**src/rtl/piso_stream.sv**
```systemverilog
// Parametrised parallel-in/serial-out shifter with a valid/ready load handshake,
// run-time bit order per word, and valid/last framing on the serial output.
module piso_stream #(
    parameter int DW = 8
) (
    input  logic          clk,
    input  logic          rst,
    input  logic          enb,
    input  logic          load_valid,
    output logic          load_ready,
    input  logic [DW-1:0] din,
    input  logic          msb_first,
    output logic          sout,
    output logic          sout_valid,
    output logic          sout_last
);

    localparam int CNT_W = $clog2(DW);

    typedef enum logic {
        IDLE,
        SHIFT
    } state_t;

    state_t          state, state_nxt;
    logic [DW-1:0]   shreg, shreg_nxt;
    logic [CNT_W-1:0] cnt, cnt_nxt;
    logic            mode, mode_nxt;
    logic            at_last;
    logic            accept;

    assign at_last = (cnt == CNT_W'(DW - 1));

    // NOTE: sequential state uses non-blocking assignments so every register
    // samples its pre-edge value, independent of statement order.
    always_ff @(posedge clk) begin
        if (!rst) begin
            state <= IDLE;
            shreg <= '0;
            cnt   <= '0;
            mode  <= 1'b1;
        end else begin
            state <= state_nxt;
            shreg <= shreg_nxt;
            cnt   <= cnt_nxt;
            mode  <= mode_nxt;
        end
    end

    // NOTE: every output of this block is assigned a default first, so no
    // path through the case/if tree can infer a latch.
    always_comb begin
        state_nxt  = state;
        shreg_nxt  = shreg;
        cnt_nxt    = cnt;
        mode_nxt   = mode;
        load_ready = 1'b0;

        sout_valid = rst && (state == SHIFT);
        sout_last  = sout_valid && at_last;
        sout       = sout_valid && (mode ? shreg[DW-1] : shreg[0]);

        case (state)
            IDLE:    load_ready = rst;
            SHIFT:   load_ready = rst && enb && at_last;
            default: load_ready = 1'b0;
        endcase

        accept = load_valid && load_ready;

        if (accept) begin
            // A reload on the last bit keeps the link gapless.
            state_nxt = SHIFT;
            shreg_nxt = din;
            mode_nxt  = msb_first;
            cnt_nxt   = '0;
        end else if (state == SHIFT && enb) begin
            if (at_last) begin
                state_nxt = IDLE;
                shreg_nxt = '0;
            end else begin
                shreg_nxt = mode ? {shreg[DW-2:0], 1'b0} : {1'b0, shreg[DW-1:1]};
                cnt_nxt   = cnt + CNT_W'(1);
            end
        end
    end

endmodule

```
**config.mk**
```make
export PLATFORM = sky130hd
export DESIGN_NAME = piso_stream
export DESIGN_NICKNAME = d
export VERILOG_FILES = /design/src/rtl/piso_stream.sv
export SDC_FILE = /design/constraint.sdc
export NUM_CORES = 1
export LEC_CHECK = 0
export ABC_AREA = 1
export CORE_MARGIN = 2
export CORE_UTILIZATION = 25
export CTS_CLUSTER_SIZE = 20
export DETAILED_ROUTE_END_ITERATION = 7
export PLACE_DENSITY_LB_ADDON = 0.15
export SETUP_SLACK_MARGIN = 0.4
export SLEW_MARGIN = 20
export SYNTH_ARGS = -nofsm -noshare
export SYNTH_HDL_FRONTEND = slang
export SYNTH_SLANG_ARGS = --single-unit
```
**constraint.sdc**
```tcl
create_clock -name clk -period 4.1 [get_ports clk]
set_clock_uncertainty 0.2 [all_clocks]
set_input_delay 1.23 -clock clk [delete_from_list [all_inputs] [get_ports clk]]
set_output_delay 1.23 -clock clk [all_outputs]
set_load 0.02 [all_outputs]
```
==> out/metrics.cfg <==
[die]
die_area_mm2 = 0.00348
core-area_mm2 = 0.00281
die_x_um = 59.0
num_io_pins = 17
num_rows = 19
die_h_um = 59.0
start_util_pct = 26.9

[clock_network]
cts.path.max_buffers = 2
cts_root_buf = clkbuf_4
clk_pin_slew_ns = 0.08
cts_buffers = 3
htreeDepth = 1
cts_tree = built
clkLatencyLatePin_ns = 0.27
cts_sinks = 13

[layout]
area_delta_synth_final_pct = 30.0
fill_cells = 317
final_util_pct = 35.0
layout-drive-gt1-share_pct = 11.3
fin_area_um2 = 982
antennaDiodeCount = 0
final_cell_mix = nand2_1 (35), inv_1 (17), nor2_1 (14)
final_cells = 172
nNetsFinal = 157
mostFrequentLayoutCell = nand2_1

[drt]
via_per_inst = 4.47
drt_first_pass_iters = 6
drt_wl_total_um = 1720
drc_errors = 1
drt_iter0_drc = 14
vias = 769
antenna_left = 0
post_drt_wl_per_cell_um = 10.0

[worst_hold_path]
hold_depth = 2
min-delay-start = shreg[3]
holdPathEnd = shreg[3]
hold_path.class = register to register

[grt]
grt_usage_pct = 10.7
grt.overflow.total = 0
antenna_found_initial = 0
grt_pass1_wl_um = 2840
grt_pass1_vias = 668
grt_start_max_net_pins = 20

[worst_setup_path]
cp_max_fo = 2
critPathArrivalTime_ns = 2.22
worstReg2RegStart = cnt[0]
cp_data_required_time_ns = 2.67
rr_endpoint = cnt[0]
crit_type = primary input to output port
r2r_slack_ns = 2.19
r2r_cells = 10
endpoint_kind = output port
startpoint_type = primary input

[logic_synthesis]
synth_area_um2 = 756
synth.avg_cell_area_um2 = 6.30
synth_nets = 135
ys_seq_area_share_pct = 34.4
synth_cell_type_count = 19
syn_inst = 120
synth_seq_cells = 13
ys_warn_count = 0

[pwr]
power_density_mw_per_mm2 = 275
power_leakage_nw = 0.495
ir_drop_mv = 0.164
power_uw = 270

[timing]
finalCritPeriodShare_pct = 89.0
fin_crit_ns = 3.65
max_slew_margin_pct = 73.9
fmaxAchievable_mhz = 274
hold_violations = 0
slew_viol_final = 0
worst_pin_slew_ns = 0.390
grt_setup_unrepaired = yes
holdWs_ns = 0.293
setup_viol = 0

[run]
cap_viol_max_count = 0

[place]
gp_congestion = 0.721
io_buffers = 16
dp.cells = 168
dp_hpwl_um = 1320
placed_cell_area_um2 = 965

[run_status]
status = finished with violations
violations = DRC

## worst max-delay path: stages
cell             delay, ns
clkdlybuf4s50_1       0.47
nand2_1               0.07
inv_1                 0.07
buf_4                 0.10
clkdlybuf4s15_1       0.28
## sequential cells by signal, summed over array words and instances (netlist names)
name / flops
shreg: 8
cnt: 3
mode: 1
state: 1
## per-stage QoR
stage | setup TNS (ns) | worst slack (ns)
2_1_floorplan | 0 | 0.767
3_3_place_gp | 0 | 0.0288
3_5_place_dp | -0.0000653 | -0.0000653
4_1_cts | 0 | 0.277
5_1_grt | 0 | 0.359
6_report | 0 | 0.452
## Yosys cell counts (all sizes together)
cell    count  share of area [%]
dfxtp      13                 34
o21ai       6                4.0
nand3      11                8.9
nor2       15                7.8
clkbuf      1               0.50
nand2      37                 19
buf         2                2.2
inv        19                9.4
a21oi      12                8.4
nand4       1               0.83
xor2        1                1.2
ha          2                3.3
## logic make-up after synthesis
group                      synth area share [%]
DFF                                        34.4
xor gates and xnor gates                   1.16
AOI/OAI and AO/OA                          12.4
buffers and inverters                      12.1
adders and majority gates                  3.31
and+or+nand+nor                            36.6
## cell type report
cell class	count	area, um^2	share of cell area (%)
multi-input cells	85	404	41.1
inverters	19	71.3	7.26
clock buffers	4	26.3	2.68
well taps	31	38.8	3.95
repair buffers	20	181	18.5
flip-flops and latches	13	260	26.5
## timing repair
item | CTS | global route
gates resized for setup | 6 | 6
setup buffers | 0 | 0
endpoints found under the setup margin | 4 | 3
hold buffers | 0 | 0
## worst max path at each step
stage	start	end	slack, ns	cells past startpoint
after global routing	rst	sout	0.36	6
after global placement	rst	sout	0.03	6
after CTS	rst	sout	0.28	6
after detailed placement	rst	sout	-0.00007	6
after floorplan	rst	sout	0.77	4
final	rst	sout_valid	0.45	5
## power by group
group	internal [mW]	switching [mW]
registers	0.133	0.00655
clock network	0.0377	0.0418
logic	0.0249	0.0267
total	0.195	0.0750
## routing by layer
metal / vias up / share of wire [%] / GRT usage [%]
met1: 342 / 49 / 13.7
met4: 0 / 0.76 / 1.95
met3: 2 / 4.1 / 4.59
met5: - / 0 / 0
met2: 7 / 46 / 17.0
li1: 418 / - / -
No activity file was read; power rests on OpenSTA's default activity.
